==> src/rtl/mem_arb_pkg.sv <==
// Shared types and constants for the two-port memory arbiter.
package mem_arb_pkg;

  // Arbiter ownership state; encoding matches the debug owner output.
  typedef enum logic [1:0] {
    StUnlocked = 2'd0,
    StLockA    = 2'd1,
    StLockB    = 2'd2
  } arb_state_t;

  // Requester indices as carried in last_grant and the read tags.
  localparam logic PORT_A = 1'b0;
  localparam logic PORT_B = 1'b1;

  // Debug owner encoding.
  localparam logic [1:0] OWNER_NONE = 2'd0;
  localparam logic [1:0] OWNER_A    = 2'd1;
  localparam logic [1:0] OWNER_B    = 2'd2;

endpackage

==> src/rtl/rd_tag_pipe.sv <==
// Delay line of {valid, port} read tags, aligned with the memory read latency.
module rd_tag_pipe #(
  parameter int unsigned Depth = 1
) (
  input  logic clk_i,
  input  logic rst_ni,
  input  logic valid_i,
  input  logic port_i,
  output logic valid_o,
  output logic port_o
);

  logic [Depth-1:0] valid_q;
  logic [Depth-1:0] port_q;

  // Shift tags one stage per cycle; reset drops any in-flight reads.
  always_ff @(posedge clk_i or negedge rst_ni) begin
    if (!rst_ni) begin
      valid_q <= '0;
      port_q  <= '0;
    end else begin
      valid_q[0] <= valid_i;
      port_q[0]  <= port_i;
      for (int i = 1; i < int'(Depth); i++) begin
        valid_q[i] <= valid_q[i-1];
        port_q[i]  <= port_q[i-1];
      end
    end
  end

  assign valid_o = valid_q[Depth-1];
  assign port_o  = port_q[Depth-1];

endmodule

==> src/rtl/mem_arbiter.sv <==
// Round-robin arbiter sharing one memory port between the cpu (A) and the loader (B),
// with per-port locking, a lock-idle timeout and read-data routing by tag.
module mem_arbiter
  import mem_arb_pkg::*;
#(
  parameter int unsigned WORD_SIZE    = 16,
  parameter int unsigned ADDR_SIZE    = 16,
  parameter int unsigned READ_LATENCY = 1,
  parameter int unsigned LOCK_TIMEOUT = 16
) (
  input  logic                 clk,
  input  logic                 reset,
  input  logic                 a_req,
  input  logic                 a_we,
  input  logic                 a_lock,
  input  logic [ADDR_SIZE-1:0] a_addr,
  input  logic [WORD_SIZE-1:0] a_wdata,
  output logic                 a_gnt,
  output logic                 a_rvalid,
  output logic [WORD_SIZE-1:0] a_rdata,
  input  logic                 b_req,
  input  logic                 b_we,
  input  logic                 b_lock,
  input  logic [ADDR_SIZE-1:0] b_addr,
  input  logic [WORD_SIZE-1:0] b_wdata,
  output logic                 b_gnt,
  output logic                 b_rvalid,
  output logic [WORD_SIZE-1:0] b_rdata,
  output logic                 mem_r_en,
  output logic                 mem_w_en,
  output logic [ADDR_SIZE-1:0] mem_addr,
  output logic [WORD_SIZE-1:0] mem_w_data,
  input  logic [WORD_SIZE-1:0] mem_r_data,
  output logic [1:0]           owner
);

  localparam int unsigned    CntW   = $clog2(LOCK_TIMEOUT);
  localparam logic [CntW-1:0] CntMax = CntW'(LOCK_TIMEOUT - 1);

  arb_state_t          state_q, state_d;
  logic                last_grant_q, last_grant_d;
  logic [CntW-1:0]     cnt_q, cnt_d;

  logic                mem_r_en_q, mem_r_en_d;
  logic                mem_w_en_q, mem_w_en_d;
  logic [ADDR_SIZE-1:0] mem_addr_q, mem_addr_d;
  logic [WORD_SIZE-1:0] mem_w_data_q, mem_w_data_d;
  logic                issue_port_q, issue_port_d;

  logic                xfer;
  logic                win;
  logic                sel_we;
  logic                sel_lock;
  logic [ADDR_SIZE-1:0] sel_addr;
  logic [WORD_SIZE-1:0] sel_wdata;
  logic                tag_valid;
  logic                tag_port;

  // Arbitration state register.
  always_ff @(posedge clk or negedge reset) begin
    if (!reset) begin
      state_q      <= StUnlocked;
      last_grant_q <= PORT_B;
      cnt_q        <= '0;
    end else begin
      state_q      <= state_d;
      last_grant_q <= last_grant_d;
      cnt_q        <= cnt_d;
    end
  end

  // Grants and debug owner; gnt never looks at the other port's addr/we.
  always_comb begin
    a_gnt = 1'b0;
    b_gnt = 1'b0;
    owner = OWNER_NONE;
    unique case (state_q)
      StUnlocked: begin
        if (a_req && b_req) begin
          a_gnt = (last_grant_q == PORT_B);
          b_gnt = (last_grant_q == PORT_A);
        end else begin
          a_gnt = a_req;
          b_gnt = b_req;
        end
      end
      StLockA: begin
        a_gnt = a_req;
        owner = OWNER_A;
      end
      StLockB: begin
        b_gnt = b_req;
        owner = OWNER_B;
      end
      default: ;
    endcase
    if (!reset) begin
      a_gnt = 1'b0;
      b_gnt = 1'b0;
    end
  end

  // Winner's request fields.
  always_comb begin
    xfer      = a_gnt | b_gnt;
    win       = b_gnt ? PORT_B : PORT_A;
    sel_we    = b_gnt ? b_we : a_we;
    sel_lock  = b_gnt ? b_lock : a_lock;
    sel_addr  = b_gnt ? b_addr : a_addr;
    sel_wdata = b_gnt ? b_wdata : a_wdata;
  end

  // Next arbitration state: transfers set/clear the lock, idle locks age out.
  always_comb begin
    state_d      = state_q;
    last_grant_d = last_grant_q;
    cnt_d        = cnt_q;
    if (xfer) begin
      last_grant_d = win;
      cnt_d        = '0;
      if (sel_lock) begin
        state_d = (win == PORT_B) ? StLockB : StLockA;
      end else begin
        state_d = StUnlocked;
      end
    end else if (state_q != StUnlocked) begin
      if (cnt_q == CntMax) begin
        state_d = StUnlocked;
        cnt_d   = '0;
      end else begin
        cnt_d = cnt_q + 1'b1;
      end
    end
  end

  // Next memory command: one op per accepted transfer, address/data hold when idle.
  always_comb begin
    mem_r_en_d   = xfer & ~sel_we;
    mem_w_en_d   = xfer & sel_we;
    mem_addr_d   = xfer ? sel_addr : mem_addr_q;
    mem_w_data_d = (xfer && sel_we) ? sel_wdata : mem_w_data_q;
    issue_port_d = xfer ? win : issue_port_q;
  end

  // Registered memory command.
  always_ff @(posedge clk or negedge reset) begin
    if (!reset) begin
      mem_r_en_q   <= 1'b0;
      mem_w_en_q   <= 1'b0;
      mem_addr_q   <= '0;
      mem_w_data_q <= '0;
      issue_port_q <= PORT_A;
    end else begin
      mem_r_en_q   <= mem_r_en_d;
      mem_w_en_q   <= mem_w_en_d;
      mem_addr_q   <= mem_addr_d;
      mem_w_data_q <= mem_w_data_d;
      issue_port_q <= issue_port_d;
    end
  end

  assign mem_r_en   = mem_r_en_q;
  assign mem_w_en   = mem_w_en_q;
  assign mem_addr   = mem_addr_q;
  assign mem_w_data = mem_w_data_q;

  // Tags enter when the read strobe is on the memory bus, so they exit with the data.
  rd_tag_pipe #(
    .Depth(READ_LATENCY)
  ) u_rd_tag_pipe (
    .clk_i  (clk),
    .rst_ni (reset),
    .valid_i(mem_r_en_q),
    .port_i (issue_port_q),
    .valid_o(tag_valid),
    .port_o (tag_port)
  );

  // Route returning read data to its issuer.
  always_comb begin
    a_rvalid = tag_valid && (tag_port == PORT_A);
    b_rvalid = tag_valid && (tag_port == PORT_B);
    a_rdata  = mem_r_data;
    b_rdata  = mem_r_data;
  end

endmodule

==> config.mk <==
export PLATFORM = sky130hd
export DESIGN_NAME = mem_arbiter
export DESIGN_NICKNAME = d
export VERILOG_FILES = /design/src/rtl/mem_arb_pkg.sv /design/src/rtl/rd_tag_pipe.sv /design/src/rtl/mem_arbiter.sv
export SDC_FILE = /design/constraint.sdc
export NUM_CORES = 1
export LEC_CHECK = 0
export CAP_MARGIN = 20
export CORE_UTILIZATION = 37
export CTS_CLUSTER_DIAMETER = 80
export DETAILED_ROUTE_END_ITERATION = 6
export GPL_TIMING_DRIVEN = 0
export PLACE_DENSITY = 0.85
export SLEW_MARGIN = 20
export SYNTH_ARGS = -nofsm -noshare
export SYNTH_HDL_FRONTEND = slang
export SYNTH_HIERARCHICAL = 1
export SYNTH_SLANG_ARGS = --single-unit
==> constraint.sdc <==
create_clock -name clk -period 2 [get_ports clk]
set_input_delay 0.4 -clock clk [delete_from_list [all_inputs] [get_ports clk]]
set_output_delay 0.4 -clock clk [all_outputs]
set_load 0.01 [all_outputs]
==> impl_metrics.csv <==
group,metric,value,unit
floorplan,initial_utilization,38.7,%
global_route,track_usage,21.8,%
synthesis,synthCells,237,
final_layout,finalNonFillerCells,476,
synthesis,syn_nets,326,
power_and_ir_drop,switching_share,32.5,%
placement,dp_hpwl,5.59,mm
sta,hold_viol,0,
floorplan,coreArea,6420,µm²
synthesis,syn_area,2490,µm²
sta,report.final.slew_viol_count,0,
setup_path,critPathMaxFanout,10,
setup_path,cp_cell_sequence,"clkdlybuf4s50_1, clkinv_1, or3_1, buf_6, buf_8, a311oi_2",
power_and_ir_drop,seqPwrFrac,37.5,%
synthesis,synth_top_cell_by_area,"dfrtp_1",
status,violations,"design-rule violations",
setup_path,crit_buf_inv,4,
placement,port_buffers,143,
sta,slew_headroom,64.3,%
run,max_cap_violations,0,
floorplan,die_area,7050,µm²
clocking,cts_buffer_depth,2,
clocking,clkLatencyLatePin,300,ps
placement,dpl-instance-area,4010,µm²
clocking,cts-root-buf,"clkbuf_8",
route,wl_met1,3.08,mm
final_layout,stdcell_area,4250,µm²
power_and_ir_drop,combPwrFrac,46.0,%
sta,min_period,1880,ps
placement,gp_congestion,0.755,
final_layout,fin_nets,487,
route,drc,30,
route,met3_length,824,µm
setup_path,required,2210,ps
global_route,grt_first_pass_wirelength,12.1,mm
global_route,antenna_found_initial,0,
synthesis,synth_cell_types,35,
placement,dp.cells,457,
route,via_per_inst,5.29,
sta,grt_setup_unrepaired,"no",
setup_path,crit_path_top_delay_cell,"clkdlybuf4s50_1",
power_and_ir_drop,p_leak,1.80,nW
synthesis,synthTopCellsByArea,"dfrtp_1 (43%), buf_4 (10%), a311oi_2 (5.4%)",
route,drt-total-wl,7.62,mm
synthesis,synth_seq_cells,44,
setup_path,critPathCaptureType,"flop",
power_and_ir_drop,p_per_area,839,nW/µm²
route,wl_per_cell,16.0,µm
sta,max_freq,0.531,GHz
clocking,clk_pin_slew,90,ps
sta,holdWs,30.5,ps
power_and_ir_drop,p_int,2.41,mW
route,vias,2519,
setup_path,start_kind,"input port",
final_layout,area_growth,71.0,%
setup_path,crit_type,"in2reg",
route,dr_wl_met2,3.63,mm
clocking,tritoncts,"built",
power_and_ir_drop,p_switching,1.16,mW
setup_path,cpLargestDelayFamily,"buffers and inverters",
clocking,clkSinkCount,44,
floorplan,io_pins,160,
status,status,"finished, violations left",
power_and_ir_drop,clockPowerShare,16.5,%
power_and_ir_drop,ir_worst_vdd,0.000428,V
sta,period_share,94.2,%
synthesis,yosysSeqAreaShare,44.3,%
route,drtIter0Drc,128,
global_route,grt_max_degree,50,
synthesis,synth_top_area_share,43.3,%
final_layout,final_layout_size_suffix_gt1_share,22.8,%
sta,setup_viol,0,
synthesis,yosys_warnings,6,
floorplan,num_rows,29,
route,drtPass1Iterations,6,
global_route,overflow,0,
min_path,min_path_type,"in2async",
final_layout,diodes,0,
setup_path,arrival,2090,ps
clocking,numCtsBuffers,5,
sta,skew,8.41,ps
sta,tightest_slew,536,ps
synthesis,syn-mean-instance-area,10.5,µm²
clocking,htree_levels,2,
floorplan,die_w,84.0,µm
setup_path,max_stage_delay,460,ps
global_route,first_global_vias,2500,
route,dr.max_layer_used,"met4",
route,final_antenna_net_count,0,
floorplan,die_y,84.0,µm
==> cells in the mapped netlist <==
master,n
nor2_1,3
nor3b_2,1
o221a_1,6
a311oi_1,7
a311oi_2,9
and3b_1,1
buf_8,1
xor2_1,1
a21oi_1,4
o21ai_0,6
or2_1,2
inv_1,17
a32o_1,2
ha_1,1
and2_1,1
o221a_2,10
nor3_1,16
buf_6,4
nand3_1,1
clkinv_1,1
nor4_1,16
nand3b_1,1
nand2_1,7
buf_4,33
dfrtp_1,43
nor2b_1,5
a311o_1,1
o21a_1,1
or3_1,18
o2bb2ai_1,1
buf_2,3
nand3b_4,1
nand4b_4,1
dfstp_2,1
clkbuf_1,11
==> logic make-up after synthesis <==
kind of cell	Yosys count	synth area share, %
xor gates and xnor gates	1	0.352
AOI/OAI and AO/OA	47	19.0
buffers and inverters	70	17.4
DFF	44	44.3
adders and majority gates	1	0.503
and+or+nand+nor	74	18.4
==> flip-flops by register name, summed over array words and instances (netlist names) <==
signal	flops
last_grant_q	1
mem_r_en	1
state_q	2
u_rd_tag_pipe/valid_o	1
u_rd_tag_pipe/port_o	1
issue_port_q	1
mem_addr	16
cnt_q	4
mem_w_data	16
mem_w_en	1
==> worst paths after layout <==
| check | start | end | slack [ps] | cells past startpoint |
|---|---|---|---|---|
| setup / recovery | a_we | mem_w_data[15] | 120 | 6 |
| hold / removal | reset | mem_addr[0] | 30 | 1 |
| setup reg to reg | state_q[0] | mem_w_data[15] | 130 | 7 |
| hold reg to reg | issue_port_q | u_rd_tag_pipe/port_o | 390 | 0 |
| max in group asynchronous | reset | last_grant_q | 1640 | 1 |
| min in group clk | issue_port_q | u_rd_tag_pipe/port_o | 390 | 0 |
==> cell usage in the layout (no fill, tap or decap), drive strengths merged, types with 2 or more instances in the layout <==
| master | count |
|---|---|
| nor2 | 3 |
| nor2b | 5 |
| nand3b | 2 |
| dlygate4sd2 | 3 |
| buf | 56 |
| clkbuf | 15 |
| o21ai | 6 |
| clkdlybuf4s50 | 136 |
| nor3 | 16 |
| or2 | 2 |
| nand2 | 7 |
| dfrtp | 43 |
| nor4 | 16 |
| or3 | 18 |
| a21oi | 4 |
| a32o | 2 |
| a311oi | 16 |
| inv | 19 |
| o221a | 16 |
==> worst register-to-register path, stage by stage (launching register included) <==
cell and delay (ps):
dfrtp_1 440, buf_8 150, buf_4 130, nand4b_4 230, or2_1 270, buf_6 140
buf_6 150, a311oi_2 260
==> layer usage <==
layer,GRT usage (%),vias up
li1,-,1162
met1,26.3,1186
met2,37.6,163
met3,6.53,8
met4,6.43,0
met5,0,-
==> area by class of cell <==
cell class              count  area [µm²]
plain buffers              51         388
multi-input cells         123         968
clock buffers               5        68.8
fillers                   488        2170
clock inverters             3        25.0
well taps                  77        96.3
flip-flops and latches     44        1100
repair buffers            155        1530
inverters                  18        70.1
==> metrics by stage <==
step           power (mW)  util (%)  setup WS, ps  TNS [ps]
6_report             3.57      66.2           115         0
5_1_grt              3.76      66.2          51.9         0
4_1_cts              3.57      65.3         -16.5     -16.5
3_5_place_dp         2.90      62.5          -744     -8130
3_3_place_gp         2.86      62.5         -2440   -118270
2_1_floorplan        2.04         -           372         0
==> power by group through the flow <==
stage                     clock network [mW]  logic, mW  registers, mW
after global placement                     0       1.52           1.34
after global routing                   0.636       1.75           1.37
final                                  0.588       1.64           1.34
after CTS                              0.609       1.62           1.34
after floorplan                            0      0.607           1.43
after detailed placement                   0       1.55           1.34
==> timing repair <==
item                                    CTS  global route
endpoints found under the setup margin   13             3
gates resized for setup                  26             7
pin swaps                                 1             1
buffers inserted                          4             8
hold endpoints to repair                  0             0
hold buffers                              0             0
Power figures use the tool's default switching activity.
